<file path="src/rtl/countdown_timer.sv">
// MM:SS countdown timer driven by a 1 Hz tick strobe; flags expiry with a level and a one-cycle pulse.
// Optional COUNTDOWN_AUTO_RELOAD_EN: restart from the loaded duration on reaching 00:00 instead of expiring.
module countdown_timer #(
  parameter int MAX_MIN = 99
) (
  input  logic       clk,
  input  logic       rst,
  input  logic       tick,
  input  logic       clear,
  input  logic       load,
  input  logic [6:0] load_min,
  input  logic [5:0] load_sec,
  input  logic       start,
  input  logic       pause,
  output logic [6:0] minutes,
  output logic [5:0] seconds,
  output logic       running,
  output logic       expired,
  output logic       done
);

  typedef enum logic [1:0] {
    ST_IDLE    = 2'd0,
    ST_RUNNING = 2'd1,
    ST_PAUSED  = 2'd2,
    ST_EXPIRED = 2'd3
  } state_t;

  localparam logic [6:0] MAX_MIN_C = 7'(MAX_MIN);
  localparam logic [5:0] SEC_MAX_C = 6'd59;

  function automatic logic [6:0] clamp_min(input logic [6:0] value);
    return (value > MAX_MIN_C) ? MAX_MIN_C : value;
  endfunction

  function automatic logic [5:0] clamp_sec(input logic [5:0] value);
    return (value > SEC_MAX_C) ? SEC_MAX_C : value;
  endfunction

  state_t     state_r, state_nx_s;
  logic [6:0] min_r, min_nx_s, dec_min_s;
  logic [5:0] sec_r, sec_nx_s, dec_sec_s;
  logic       running_r, expired_r, done_r, done_nx_s;
  logic       load_ok_s, start_ok_s, pause_ok_s, tick_ok_s, dec_zero_s;
`ifdef COUNTDOWN_AUTO_RELOAD_EN
  logic [6:0] rld_min_r, rld_min_nx_s;
  logic [5:0] rld_sec_r, rld_sec_nx_s;
`endif

  // Which commands the current state accepts
  always_comb begin
    load_ok_s  = 1'b0;
    start_ok_s = 1'b0;
    pause_ok_s = 1'b0;
    tick_ok_s  = 1'b0;
    case (state_r)
      ST_IDLE: begin
        load_ok_s  = load;
        start_ok_s = start && ((min_r != 7'd0) || (sec_r != 6'd0));
      end
      ST_RUNNING: begin
        pause_ok_s = pause;
        tick_ok_s  = tick;
      end
      ST_PAUSED: begin
        load_ok_s  = load;
        start_ok_s = start && ((min_r != 7'd0) || (sec_r != 6'd0));
      end
      ST_EXPIRED: begin
        load_ok_s  = load;
      end
      default: begin
        load_ok_s  = 1'b0;
      end
    endcase
  end

  // One-second decrement with borrow from minutes
  always_comb begin
    dec_min_s = min_r;
    dec_sec_s = sec_r;
    if (sec_r != 6'd0) begin
      dec_sec_s = sec_r - 6'd1;
    end else if (min_r != 7'd0) begin
      dec_min_s = min_r - 7'd1;
      dec_sec_s = SEC_MAX_C;
    end else begin
      dec_sec_s = sec_r;
    end
    dec_zero_s = (dec_min_s == 7'd0) && (dec_sec_s == 6'd0);
  end

  // Next-state and next-count selection, clear > load > start > pause > tick
  always_comb begin
    state_nx_s = state_r;
    min_nx_s   = min_r;
    sec_nx_s   = sec_r;
    done_nx_s  = 1'b0;
`ifdef COUNTDOWN_AUTO_RELOAD_EN
    rld_min_nx_s = rld_min_r;
    rld_sec_nx_s = rld_sec_r;
`endif
    if (clear) begin
      state_nx_s = ST_IDLE;
      min_nx_s   = 7'd0;
      sec_nx_s   = 6'd0;
`ifdef COUNTDOWN_AUTO_RELOAD_EN
      rld_min_nx_s = 7'd0;
      rld_sec_nx_s = 6'd0;
`endif
    end else if (load_ok_s) begin
      state_nx_s = ST_IDLE;
      min_nx_s   = clamp_min(load_min);
      sec_nx_s   = clamp_sec(load_sec);
`ifdef COUNTDOWN_AUTO_RELOAD_EN
      rld_min_nx_s = clamp_min(load_min);
      rld_sec_nx_s = clamp_sec(load_sec);
`endif
    end else if (start_ok_s) begin
      state_nx_s = ST_RUNNING;
    end else if (pause_ok_s) begin
      state_nx_s = ST_PAUSED;
    end else if (tick_ok_s) begin
      if (dec_zero_s) begin
        done_nx_s = 1'b1;
`ifdef COUNTDOWN_AUTO_RELOAD_EN
        min_nx_s  = rld_min_r;
        sec_nx_s  = rld_sec_r;
`else
        min_nx_s   = 7'd0;
        sec_nx_s   = 6'd0;
        state_nx_s = ST_EXPIRED;
`endif
      end else begin
        min_nx_s = dec_min_s;
        sec_nx_s = dec_sec_s;
      end
    end else begin
      state_nx_s = state_r;
    end
  end

  // State, count and registered status flags
  always_ff @(posedge clk or posedge rst) begin
    if (rst) begin
      state_r   <= ST_IDLE;
      min_r     <= 7'd0;
      sec_r     <= 6'd0;
      running_r <= 1'b0;
      expired_r <= 1'b0;
      done_r    <= 1'b0;
    end else begin
      state_r   <= state_nx_s;
      min_r     <= min_nx_s;
      sec_r     <= sec_nx_s;
      running_r <= (state_nx_s == ST_RUNNING);
      expired_r <= (state_nx_s == ST_EXPIRED);
      done_r    <= done_nx_s;
    end
  end

`ifdef COUNTDOWN_AUTO_RELOAD_EN
  // Duration captured by load, restored on each wrap to 00:00
  always_ff @(posedge clk or posedge rst) begin
    if (rst) begin
      rld_min_r <= 7'd0;
      rld_sec_r <= 6'd0;
    end else begin
      rld_min_r <= rld_min_nx_s;
      rld_sec_r <= rld_sec_nx_s;
    end
  end
`endif

  assign minutes = min_r;
  assign seconds = sec_r;
  assign running = running_r;
  assign expired = expired_r;
  assign done    = done_r;

endmodule

</file>
<file path="config.mk">
export PLATFORM = sky130hd
export DESIGN_NAME = countdown_timer
export DESIGN_NICKNAME = d
export VERILOG_FILES = /design/src/rtl/countdown_timer.sv
export SDC_FILE = /design/constraint.sdc
export NUM_CORES = 1
export LEC_CHECK = 0
export ABC_AREA = 1
export BUFFER_PORTS_ARGS = -buffer_cell sky130_fd_sc_hd__buf_2
export CAP_MARGIN = 10
export CORE_MARGIN = 3
export CORE_UTILIZATION = 45
export DETAILED_ROUTE_END_ITERATION = 16
export GPL_TIMING_DRIVEN = 1
export HOLD_SLACK_MARGIN = 0.03
export PLACE_DENSITY = 0.75
export REMOVE_ABC_BUFFERS = 1
export SLEW_MARGIN = 20
export SYNTH_ARGS = -nofsm -noshare
export SYNTH_HDL_FRONTEND = slang
export SYNTH_SLANG_ARGS = --single-unit
</file>
<file path="constraint.sdc">
create_clock -name clk -period 3.8 [get_ports clk]
set_clock_uncertainty 0.15 [all_clocks]
set_input_delay 0 -clock clk [delete_from_list [all_inputs] [get_ports clk]]
set_output_delay 0 -clock clk [all_outputs]
set_load 0.005 [all_outputs]
</file>
# Word level (Yosys, flattened, before mapping)
# Index checks and enable logic that the tools add are counted.
dict set report word_totals {
  reg_bits 18
  latchBits 0
  mem_bits_rw 0
  rom_bits 0
  mem_count 0
}
dict set report op_classes {
  add_sub_neg 2
  mul 0
  div 0
  magnitude_cmp 2
  eq_ne 7
  n_shift 0
  n_mux 34
  bitwise 0
  n_reduce_logical 12
}
# op n
set ops {}
lappend ops {{two-way mux 7 bit} 9}
lappend ops {{two-way mux 6 bit} 9}
lappend ops {{two-way mux 2 bit} 6}
lappend ops {{two-way mux 1 bit} 10}
lappend ops {{greater-than comparator 7 bit (second input constant)} 1}
lappend ops {{logical NOT 7 bit} 1}
lappend ops {{nonzero test 7 bit} 1}
lappend ops {{subtractor 7 x 1 -> 7 bit (second input constant)} 1}
lappend ops {{== test 2 bit (second input constant)} 3}
lappend ops {{greater-than comparator 6 bit (second input constant)} 1}
lappend ops {{logical NOT 6 bit} 1}
lappend ops {{inequality test 3 bit (second input constant)} 2}
lappend ops {{nonzero test 6 bit} 1}
lappend ops {{subtractor 6 x 1 -> 6 bit (second input constant)} 1}
lappend ops {{== test 2 x 1 -> 1 bit (second input constant)} 2}
lappend ops {{AND reduction 3 bit} 1}
lappend ops {{nonzero test 3 bit} 1}
lappend ops {{OR reduction 3 bit} 1}
lappend ops {{logical AND 1 bit} 2}
lappend ops {{logical NOT 2 bit} 1}
lappend ops {{OR reduction 2 bit} 1}
lappend ops {{logical OR 1 bit} 1}

# Longest topological paths before layout
# Gate-level depths: netlist of the first run.
dict set report logic_depth {
  word_depth 12
  mapped_depth 16
  depth_no_buf 16
}

# Least setup slack after synthesis of the first run
# OpenSTA, ideal clock, no wires.
dict set report synth_timing {
  path_kind {reg-to-reg}
  start {register sec_r[0], in the netlist seconds[0]}
  end {register running_r, in the netlist running}
  setup_ps 135
  arrival_ps 1681
  path_slack_ps 1834
  path_stages_with_launch 13
  path_cell_list {dfrtp_1 inv_1 ha_1 nand3_4 nor2_8 buf_6 nand4_1 nand3_1 nand3_1 nor2_2 nand3_1 nand2_2 a21oi_1}
}
dict set report synth_via {
  elab_chain_cells 11
}
# item line_no
set synth_lines {}
lappend synth_lines {{start, declared} 42} ;# logic [5:0] sec_r, sec_nx_s, dec_sec_s;
lappend synth_lines {{start signal, assigned} 155} ;# sec_r <= sec_nx_s;
lappend synth_lines {{subtractor 6 x 1 -> 6 bit, or another cell as far along} 83} ;# dec_sec_s = sec_r - 6'd1;
lappend synth_lines {{two-way mux 6 bit / two-way mux 7 bit (equally long branches)} 82} ;# if (sec_r != 6'd0) begin
lappend synth_lines {{logical NOT 6 bit / logical NOT 7 bit (equally long branches)} 90} ;# dec_zero_s = (dec_min_s == 7'd0) && (dec_sec_s == 6'd0);
lappend synth_lines {{logical AND 1 bit} 90}
lappend synth_lines {{two-way mux 2 bit} 124} ;# if (dec_zero_s) begin
lappend synth_lines {{two-way mux 2 bit} 123} ;# end else if (tick_ok_s) begin
lappend synth_lines {{two-way mux 2 bit} 121} ;# end else if (pause_ok_s) begin
lappend synth_lines {{two-way mux 2 bit (*)} 119} ;# end else if (start_ok_s) begin
lappend synth_lines {{two-way mux 2 bit (*)} 111} ;# end else if (load_ok_s) begin
lappend synth_lines {{two-way mux 2 bit (*)} 103} ;# if (clear) begin
lappend synth_lines {{== test 2 x 1 -> 1 bit (*)} 156} ;# running_r <= (state_nx_s == ST_RUNNING);
lappend synth_lines {{end signal, assigned} 156}
lappend synth_lines {{end, declared} 43} ;# logic running_r, expired_r, done_r, done_nx_s;
# Every way passes the cells marked *; elsewhere a longest branch is shown, timed or not.
# A chain may end at the register's enable or synchronous reset.

# Worst setup path in the final report of the first run
dict set report layout_timing {
  start {register min_r[0], in the netlist minutes[0]}
  end {register running_r, in the netlist running}
}
dict set report layout_via {
  elab_chain_cells 12
}
# item line_no
set layout_lines {}
lappend layout_lines {{start, declared} 41} ;# logic [6:0] min_r, min_nx_s, dec_min_s;
lappend layout_lines {{start signal, assigned} 154} ;# min_r <= min_nx_s;
lappend layout_lines {{subtractor 7 x 1 -> 7 bit / nonzero test 7 bit (equally long branches)} -}
lappend layout_lines {{two-way mux 7 bit / two-way mux 6 bit (equally long branches)} 84} ;# end else if (min_r != 7'd0) begin
lappend layout_lines {{two-way mux 7 bit / two-way mux 6 bit (equally long branches)} 82}
lappend layout_lines {{logical NOT 7 bit / logical NOT 6 bit (equally long branches)} 90}
lappend layout_lines {{logical AND 1 bit} 90}
lappend layout_lines {{two-way mux 2 bit} 124}
lappend layout_lines {{two-way mux 2 bit} 123}
lappend layout_lines {{two-way mux 2 bit} 121}
lappend layout_lines {{two-way mux 2 bit (*)} 119}
lappend layout_lines {{two-way mux 2 bit (*)} 111}
lappend layout_lines {{two-way mux 2 bit (*)} 103}
lappend layout_lines {{== test 2 x 1 -> 1 bit (*)} 156}
# Marks and branches as above.

==> results of run 1 <==
==> per-stage QoR <==
stage | cell area [µm²] | hold slack [ns]
detailed placement | 1650 | 0.0103
global route | 1870 | 0.101
finish | 1870 | 0.0644
CTS | 1870 | 0.0610
global placement | 1650 | -0.0163
floorplan | 1420 | -0.211
==> worst paths after layout <==
check,from,endpoint,slack [ns]
worst max-delay path,minutes[0],running,1.01
worst min-delay path,tick,done,0.06
worst max register to register,minutes[0],running,1.01
worst min register to register,state_r[1],state_r[1],0.49
max in group asynchronous,rst,minutes[5],2.85
min in group asynchronous,rst,seconds[2],0.19
==> synth_stat cells <==
cell                        instances
sky130_fd_sc_hd__nand2_4            2
sky130_fd_sc_hd__a21oi_1            8
sky130_fd_sc_hd__dfrtp_1           18
sky130_fd_sc_hd__ha_1               3
sky130_fd_sc_hd__clkbuf_1           2
sky130_fd_sc_hd__o21bai_1           1
sky130_fd_sc_hd__o32ai_1            4
sky130_fd_sc_hd__nand3_2            3
sky130_fd_sc_hd__buf_6              1
sky130_fd_sc_hd__nand2_1           43
sky130_fd_sc_hd__o21ai_1            2
sky130_fd_sc_hd__nor2_2             8
sky130_fd_sc_hd__o2111ai_1          4
sky130_fd_sc_hd__buf_2              1
sky130_fd_sc_hd__nand4_1            9
sky130_fd_sc_hd__inv_2              4
sky130_fd_sc_hd__xor2_1             2
sky130_fd_sc_hd__nand3_4            1
sky130_fd_sc_hd__inv_1             30
sky130_fd_sc_hd__clkinv_1           1
sky130_fd_sc_hd__nor3_1             5
sky130_fd_sc_hd__o211ai_1           1
sky130_fd_sc_hd__nor2_8             1
sky130_fd_sc_hd__nand3_1           17
sky130_fd_sc_hd__nand2_2            5
sky130_fd_sc_hd__o21ai_2            2
sky130_fd_sc_hd__inv_4              1
sky130_fd_sc_hd__nor2_1            13
sky130_fd_sc_hd__o21ai_0            9
sky130_fd_sc_hd__nor2_4             1
sky130_fd_sc_hd__o2bb2ai_1          2
==> cell usage in the layout (no fill, tap or decap) <==
| master | synthesis | final |
|---|---|---|
| sky130_fd_sc_hd__nand2_2 | 5 | 5 |
| sky130_fd_sc_hd__o211ai_1 | 1 | 1 |
| sky130_fd_sc_hd__o2111ai_1 | 4 | 4 |
| sky130_fd_sc_hd__nand3_2 | 3 | 3 |
| sky130_fd_sc_hd__clkbuf_8 | 0 | 1 |
| sky130_fd_sc_hd__o21ai_0 | 9 | 9 |
| sky130_fd_sc_hd__inv_1 | 30 | 30 |
| sky130_fd_sc_hd__ha_1 | 3 | 3 |
| sky130_fd_sc_hd__clkbuf_4 | 0 | 3 |
| sky130_fd_sc_hd__o32ai_1 | 4 | 4 |
| sky130_fd_sc_hd__nand2_4 | 2 | 2 |
| sky130_fd_sc_hd__inv_4 | 1 | 1 |
| sky130_fd_sc_hd__nand3_1 | 17 | 17 |
| sky130_fd_sc_hd__inv_2 | 4 | 4 |
| sky130_fd_sc_hd__o21bai_1 | 1 | 1 |
| sky130_fd_sc_hd__buf_2 | 1 | 35 |
| sky130_fd_sc_hd__o2bb2ai_1 | 2 | 2 |
| sky130_fd_sc_hd__nand3_4 | 1 | 1 |
| sky130_fd_sc_hd__dlygate4sd3_1 | 0 | 19 |
| sky130_fd_sc_hd__nor2_1 | 13 | 13 |
| sky130_fd_sc_hd__nor3_1 | 5 | 5 |
| sky130_fd_sc_hd__nor2_4 | 1 | 1 |
| sky130_fd_sc_hd__nor2_2 | 8 | 8 |
| sky130_fd_sc_hd__dfrtp_1 | 18 | 18 |
| sky130_fd_sc_hd__xor2_1 | 2 | 2 |
| sky130_fd_sc_hd__o21ai_2 | 2 | 2 |
| sky130_fd_sc_hd__o21ai_1 | 2 | 2 |
| sky130_fd_sc_hd__a21oi_1 | 8 | 8 |
| sky130_fd_sc_hd__nand2_1 | 43 | 43 |
| sky130_fd_sc_hd__clkinv_1 | 1 | 1 |
| sky130_fd_sc_hd__nor2_8 | 1 | 1 |
| sky130_fd_sc_hd__nand4_1 | 9 | 9 |
==> registers in the layout (all words and copies together), names as in the netlist <==
| name | cells |
|---|---|
| running | 1 |
| seconds | 6 |
| minutes | 7 |
| done | 1 |
| state_r | 2 |
| expired | 1 |
==> per-layer routing <==
layer  vias up  part of all wire (%)  track usage [%]
li1        785                     -                -
met1       723                    44             28.1
met2        73                    48             37.5
met3        13                   5.9             3.06
met4         0                   2.6             8.82
met5         -                     0                0
==> layout make-up <==
class,count,area share [%]
Clock buffer,4,1.94
Timing Repair Buffer,54,19.5
Inverter,36,7.35
Sequential cell,18,24.1
Multi-Input combinational cell,146,44.3
Tap cell,42,2.81
==> critical path, cell delays in order (launching register included) <==
cell and delay (ns):
sky130_fd_sc_hd__dfrtp_1 0.46, sky130_fd_sc_hd__inv_1 0.16, sky130_fd_sc_hd__ha_1 0.16, sky130_fd_sc_hd__inv_1 0.04, sky130_fd_sc_hd__nor2_2 0.21, sky130_fd_sc_hd__inv_2 0.06, sky130_fd_sc_hd__nor2_2 0.17, sky130_fd_sc_hd__nand2_2 0.14
sky130_fd_sc_hd__nand3_2 0.12, sky130_fd_sc_hd__nand2_1 0.05, sky130_fd_sc_hd__inv_1 0.05, sky130_fd_sc_hd__nand2_1 0.05, sky130_fd_sc_hd__nor2_2 0.09, sky130_fd_sc_hd__nand3_1 0.10, sky130_fd_sc_hd__nand2_2 0.08, sky130_fd_sc_hd__a21oi_1 0.05
sky130_fd_sc_hd__dlygate4sd3_1 0.56
==> power breakdown <==
group	switching (W)	leakage (nW)	internal (W)
clock network	0.0000664	0.0210	0.0000585
registers	0.0000303	0.239	0.000215
logic	0.000267	0.756	0.000156
total	0.000363	1.02	0.000430
==> timing repair <==
action                                 in CTS  in global routing
endpoints found under the hold margin      36                  0
hold buffers                               19                  0
setup endpoints to repair                   0                  0
==> cells by family (layout without fill, tap and decap cells) <==
family,count (synthesis),count (layout),synth area share (%)
AND/OR/NAND/NOR,108,108,38.8
buffers and inverters,40,94,11.2
AO/OA/AOI/OAI,33,33,14.9
flip-flops,18,18,31.2
adder cells (fa/ha/maj),3,3,2.60
XOR/XNOR,2,2,1.22
==> flow_summary.json, run 1 <==
{
  "run_status": "complete, no violations",
  "hold_violations": 0,
  "drt_pass1_iterations": 4,
  "netlist.top_cell.by_area": "sky130_fd_sc_hd__dfrtp_1",
  "syn-mean-instance-area_um2": 7.07,
  "maximum_number_of_pins_on_one_net_before_global_route_repair": 20,
  "layout_setup_ws_ns": 1.01,
  "finalCriticalPeriod_ns": 2.79,
  "die_footprint_mm2": 0.00392,
  "cts.path.max_buffers": 2,
  "multi_input_area_um2": 830,
  "post_cts.resized_instances": 0,
  "clock-sinks": 18,
  "initial_core_util_pct": 49.7,
  "unrepaired_setup_endpoints_after_global_routing": "false",
  "yosysWarnings": 0,
  "drtAntennaViolNets": 0,
  "cts_inserted_buffers": 3,
  "totalWireLength_um": 4060,
  "std_cell_rows": 19,
  "area_growth_syn_to_layout_pct": 29.9,
  "finalMaxSlewViolations": 0,
  "max_freq_mhz": 358,
  "iteration_0_drc_count_of_the_detailed_router": 77,
  "power_per_cell_area_mw_per_mm2": 424,
  "setup_total_negative_slack_ns": 0,
  "grt_pass1_wl_um": 7060,
  "post-cts-setup-buffers": 0,
  "max-slew-margin-rel_pct": 51.3,
  "postSynthRegisterBits": 18,
  "depth_of_the_worst_register_to_register_path": 16,
  "route.vias.total": 1594,
  "final_min_period_over_clock_period_pct": 73.5,
  "fill_cells": 273,
  "antenna_found_initial": 0,
  "synth_area_mm2": 0.00144,
  "place.port_buffers": 35,
  "die_y_um": 62.6,
  "dominant_cells_by_area_after_synthesis": "sky130_fd_sc_hd__dfrtp_1 31%, sky130_fd_sc_hd__nand2_1 11%, sky130_fd_sc_hd__inv_1 7.8%, sky130_fd_sc_hd__nand3_1 5.9%, sky130_fd_sc_hd__nand4_1 3.9%",
  "ir_drop_uv": 210,
  "detail_route.vias_per_cell": 5.31,
  "critPathMaxFanout": 5,
  "crit_path_start_kind": "flop",
  "total_leakage_power_nw": 1.02,
  "critPathArrivalTime_ns": 2.84,
  "worst_setup_path_end_kind": "flop",
  "post-place-cells": 277,
  "worst_setup_hold_path_clk_slew_ns": 0.12,
  "max-cap-violations": 0,
  "fp.dieW_um": 62.6,
  "core_utilization_of_the_finished_layout_pct": 64.5,
  "setup_viol_count_final": 0,
  "area_share_of_the_largest_cell_type_after_synthesis_pct": 31.3,
  "post_synth_num_cell_types": 31,
  "detailed_place_hpwl_um": 3010,
  "drive_gt1_share_pct": 26.0,
  "antenna_cells_inserted": 0,
  "total_power_consumption_of_the_routed_design_w": 0.000793,
  "timing.critical_path.required_ns": 3.85,
  "preCtsSetupSlack_ns": 1.34,
  "gp_congestion": 0.861,
  "core_mm2": 0.00290,
  "synth.yosys.seq_area_share_pct": 31.3,
  "htree_num_levels": 1,
  "stdcell_count": 300,
  "tritoncts": "done",
  "first_global_vias": 1604,
  "clock-root-buffer": "sky130_fd_sc_hd__clkbuf_4",
  "tightest_slew_ns": 0.730,
  "boundaryPins": 36,
  "drcViolationCount": 0,
  "hold-path-cell-count": 5,
  "syn-instance-count": 204,
  "final_net_count": 282,
  "globalRouteOverflowTotal": 0,
  "register_area_um2": 450,
  "clock_insertion_delay_worst_skew_ns": 0.30,
  "crit_type": "flop to flop",
  "grtUsageTotal_pct": 22.1,
  "timing.hold.worst.class": "input port to flop",
  "wire_per_inst_um": 13.5
}
No activity file was read; power rests on OpenSTA's default activity.
==> run 2: changes to the inputs <==
--- a/config.mk
+++ b/config.mk
@@ -5,7 +5,7 @@
 export SDC_FILE = /design/constraint.sdc
 export NUM_CORES = 1
 export LEC_CHECK = 0
-export ABC_AREA = 1
+export ABC_AREA = 0
 export BUFFER_PORTS_ARGS = -buffer_cell sky130_fd_sc_hd__buf_2
 export CAP_MARGIN = 10
 export CORE_MARGIN = 3
@@ -13,7 +13,7 @@
 export DETAILED_ROUTE_END_ITERATION = 16
 export GPL_TIMING_DRIVEN = 1
 export HOLD_SLACK_MARGIN = 0.03
-export PLACE_DENSITY = 0.75
+export PLACE_DENSITY = 0.76
 export REMOVE_ABC_BUFFERS = 1
 export SLEW_MARGIN = 20
 export SYNTH_ARGS = -nofsm -noshare
==> constraint.sdc (replaced) <==
create_clock -name clk -period 2.8 [get_ports clk]
set_clock_uncertainty 0.15 [all_clocks]
set_input_delay 0 -clock clk [delete_from_list [all_inputs] [get_ports clk]]
set_output_delay 0 -clock clk [all_outputs]
set_load 0.005 [all_outputs]
==> run 2 against run 1 <==
Final area increased by 0.74%. Synthesized cell count shrank 21%. Combinational power shrank 9.5%. Routed wire length rose by 7.1%. Core utilization is 2.7 points higher. First-iteration DRC count rose by 64%. Total power grew 10%. Maximum frequency up 5.3%. Sequential share of layout area about the same. Hold slack worse by 0.0020 ns.
==> flow_summary.json, run 2 <==
{
  "final_min_period_over_clock_period_pct": 94.8,
  "critical_path.startpoint": "minutes[0]",
  "place.port_buffers": 35,
  "crit_path_max_incr_delay_ns": 0.59,
  "antenna_found_initial": 0,
  "netlist.top_cell.by_area": "sky130_fd_sc_hd__dfrtp_1",
  "synth_enable_flop_cells": 0,
  "max_freq_mhz": 377,
  "unrepaired_setup_endpoints_after_global_routing": "false",
  "depth_of_the_worst_register_to_register_path": 9,
  "std_cell_rows": 19,
  "gr-usage-met1_pct": 32.1,
  "route.vias.total": 1584,
  "globalRoute.busiestLayer": "met2",
  "worst_setup_path_end_kind": "flop",
  "maximum_number_of_pins_on_one_net_before_global_route_repair": 19,
  "tightest_slew_ns": 0.732,
  "cts_inserted_buffers": 3,
  "timing.critical_path.depth": 9,
  "finalMaxSlewViolations": 0,
  "drtAntennaViolNets": 0,
  "worst_setup_hold_path_clk_slew_ns": 0.11,
  "cts.path.max_buffers": 2,
  "timing.hold.worst.class": "input port to flop",
  "fill_cells": 226,
  "synth_area_mm2": 0.00135,
  "grtUsageMet2_pct": 41.5,
  "antenna_cells_inserted": 0,
  "area_share_of_the_largest_cell_type_after_synthesis_pct": 33.5,
  "register_area_um2": 453,
  "crit_type": "flop to flop",
  "htree_num_levels": 1,
  "yosysWarnings": 0,
  "multi_input_area_um2": 870,
  "initial_core_util_pct": 47.9,
  "crit_family": "buffers and inverters",
  "layout_setup_ws_ns": 0.146,
  "path_buf_inv": 2,
  "core_mm2": 0.00281,
  "drt_pass1_iterations": 6,
  "setup_viol_count_final": 0,
  "globalRouteOverflowTotal": 0,
  "reg2reg_to": "minutes[5]",
  "post_synth_num_cell_types": 44,
  "syn-instance-count": 162,
  "reg2reg_setup_slack_ns": 0.15,
  "clock-root-buffer": "sky130_fd_sc_hd__clkbuf_4",
  "total_leakage_power_nw": 0.871,
  "gp_congestion": 0.888,
  "tritoncts": "done",
  "largest_register_ff_count": 7,
  "grt_pass1_wl_um": 6960,
  "preCtsSetupSlack_ns": 0.246,
  "first_global_vias": 1538,
  "area_growth_syn_to_layout_pct": 40.2,
  "power_per_cell_area_mw_per_mm2": 464,
  "iteration_0_drc_count_of_the_detailed_router": 126,
  "crit_path_start_kind": "flop",
  "layout_commonest_cell": "sky130_fd_sc_hd__buf_2",
  "ys.flop_type": "sky130_fd_sc_hd__dfrtp_1",
  "die_y_um": 60.7,
  "ir_drop_uv": 245,
  "detail_route.vias_per_cell": 6.24,
  "run_status": "complete, no violations",
  "dominant_cells_by_area_after_synthesis": "sky130_fd_sc_hd__dfrtp_1 33%, sky130_fd_sc_hd__nor2_1 6.1%, sky130_fd_sc_hd__a21oi_1 4.8%, sky130_fd_sc_hd__nand2_1 3.6%, sky130_fd_sc_hd__inv_1 3.3%",
  "worstPathCellList": "inv_1 -> ha_1 -> nor4b_2 -> a21oi_1 -> mux2i_1 -> nor2_1 -> a221oi_1 -> nor2_1 -> dlygate4sd3_1",
  "detailed_place_hpwl_um": 2980,
  "hold_violations": 0,
  "max-cap-violations": 0,
  "syn-mean-instance-area_um2": 8.30,
  "postSynthRegisterBits": 18,
  "fp.dieW_um": 60.7,
  "worstSetupEndpoint": "minutes[5]",
  "setup_total_negative_slack_ns": 0,
  "timing.critical_path.required_ns": 2.85,
  "clock_insertion_delay_worst_skew_ns": 0.31,
  "most-common-layout-cells": "35 x sky130_fd_sc_hd__buf_2, 23 x sky130_fd_sc_hd__dlygate4sd3_1, 21 x sky130_fd_sc_hd__nor2_1, 16 x sky130_fd_sc_hd__dfrtp_1",
  "postPlaceCellArea_mm2": 0.00157,
  "critPathMaxFanout": 6,
  "worst_r2r_startpoint": "minutes[0]",
  "grtUsageTotal_pct": 25.3,
  "final_net_count": 247,
  "drcViolationCount": 0,
  "critPathArrivalTime_ns": 2.70,
  "wire_per_inst_um": 17.1,
  "timing.hold.ws_ns": 0.0624,
  "drive_gt1_share_pct": 29.6,
  "boundaryPins": 36,
  "clock-sinks": 18,
  "crit_top_cell": "sky130_fd_sc_hd__nor2_1",
  "post-route-cell-area_mm2": 0.00189,
  "grt_util_met3_pct": 6.17,
  "synthArstFlopShare_pct": 100,
  "synth.yosys.seq_area_share_pct": 33.5,
  "finalCriticalPeriod_ns": 2.65,
  "critPathSlowestCell": "sky130_fd_sc_hd__dlygate4sd3_1",
  "totalWireLength_um": 4350,
  "synth.top_cells.by_count": "22 x sky130_fd_sc_hd__nor2_1, 18 x sky130_fd_sc_hd__dfrtp_1, 13 x sky130_fd_sc_hd__a21oi_1, 13 x sky130_fd_sc_hd__nand2_1, 12 x sky130_fd_sc_hd__inv_1",
  "die_footprint_mm2": 0.00368,
  "max-slew-margin-rel_pct": 51.1,
  "synth_most_common_cell": "sky130_fd_sc_hd__nor2_1"
}
## run 2: cell count changes after synthesis, moves of 5 or more
cell,before,now
sky130_fd_sc_hd__nand2_1,43,13
sky130_fd_sc_hd__inv_1,30,12
sky130_fd_sc_hd__nand3_1,17,4
sky130_fd_sc_hd__nor2_1,13,22
sky130_fd_sc_hd__nor2_2,8,0
sky130_fd_sc_hd__nand4_1,9,3
sky130_fd_sc_hd__a21oi_1,8,13
sky130_fd_sc_hd__nand2_2,5,0
## run 2: logic make-up after synthesis
logic type | count (synthesis) | share of synthesized area (%)
DFF | 18 | 33.5
AOI/OAI and AO/OA | 51 | 27.6
buffers and inverters | 18 | 5.02
and+or+nand+nor | 70 | 29.6
adders and majority gates | 3 | 2.79
muxes | 2 | 1.49
## run 2: cell type report
| type | count | share of cell area [%] |
|---|---|---|
| Sequential cell | 18 | 24.0 |
| Tap cell | 31 | 2.06 |
| Timing Repair Buffer | 63 | 23.5 |
| Multi-Input combinational cell | 126 | 46.1 |
| Inverter | 12 | 2.39 |
| Clock buffer | 4 | 1.92 |
## run 2: how the worst min path moves through the flow
stage | startpoint | end | slack [ns] | cells after the start
floorplan | rst | done | -0.21 | 1
global placement | rst | minutes[1] | -0.005 | 2
finish | load | seconds[1] | 0.06 | 5
global route | load | seconds[0] | 0.09 | 4
CTS | load | seconds[0] | 0.09 | 4
detailed placement | rst | minutes[4] | 0.02 | 2
## run 2: routing by layer
| metal | up-vias | part of all wire, % |
|---|---|---|
| li1 | 724 | - |
| met1 | 743 | 40 |
| met2 | 96 | 48 |
| met3 | 21 | 9.1 |
| met4 | 0 | 2.8 |
| met5 | - | 0 |
## run 2: what timing repair did
item / CTS / global route
buffers inserted: 0 / 1
resized for setup: 0 / 9
setup endpoints to repair: 0 / 4
hold endpoints to repair: 35 / 0
hold buffers: 23 / 0
## run 2: worst min-delay path: cells and delay by family
family,cells,cell delay [ns]
AOI/OAI and AO/OA,1,0.06
and+or+nand+nor,3,0.35
buffers and inverters,1,0.08
## run 2: metrics by stage
stage / util, % / power, W / instances
after floorplan: - / 0.000533 / 156
after global placement: 55.8 / 0.000637 / 226
after detailed placement: 55.8 / 0.000645 / 226
after CTS: 65.3 / 0.000844 / 253
after global routing: 67.2 / 0.000934 / 254
final: 67.2 / 0.000874 / 254
## run 2: where the power goes
part / switching [W] / internal, W
combinational: 0.000205 / 0.000178
sequential: 0.0000369 / 0.000282
clock: 0.0000928 / 0.0000795
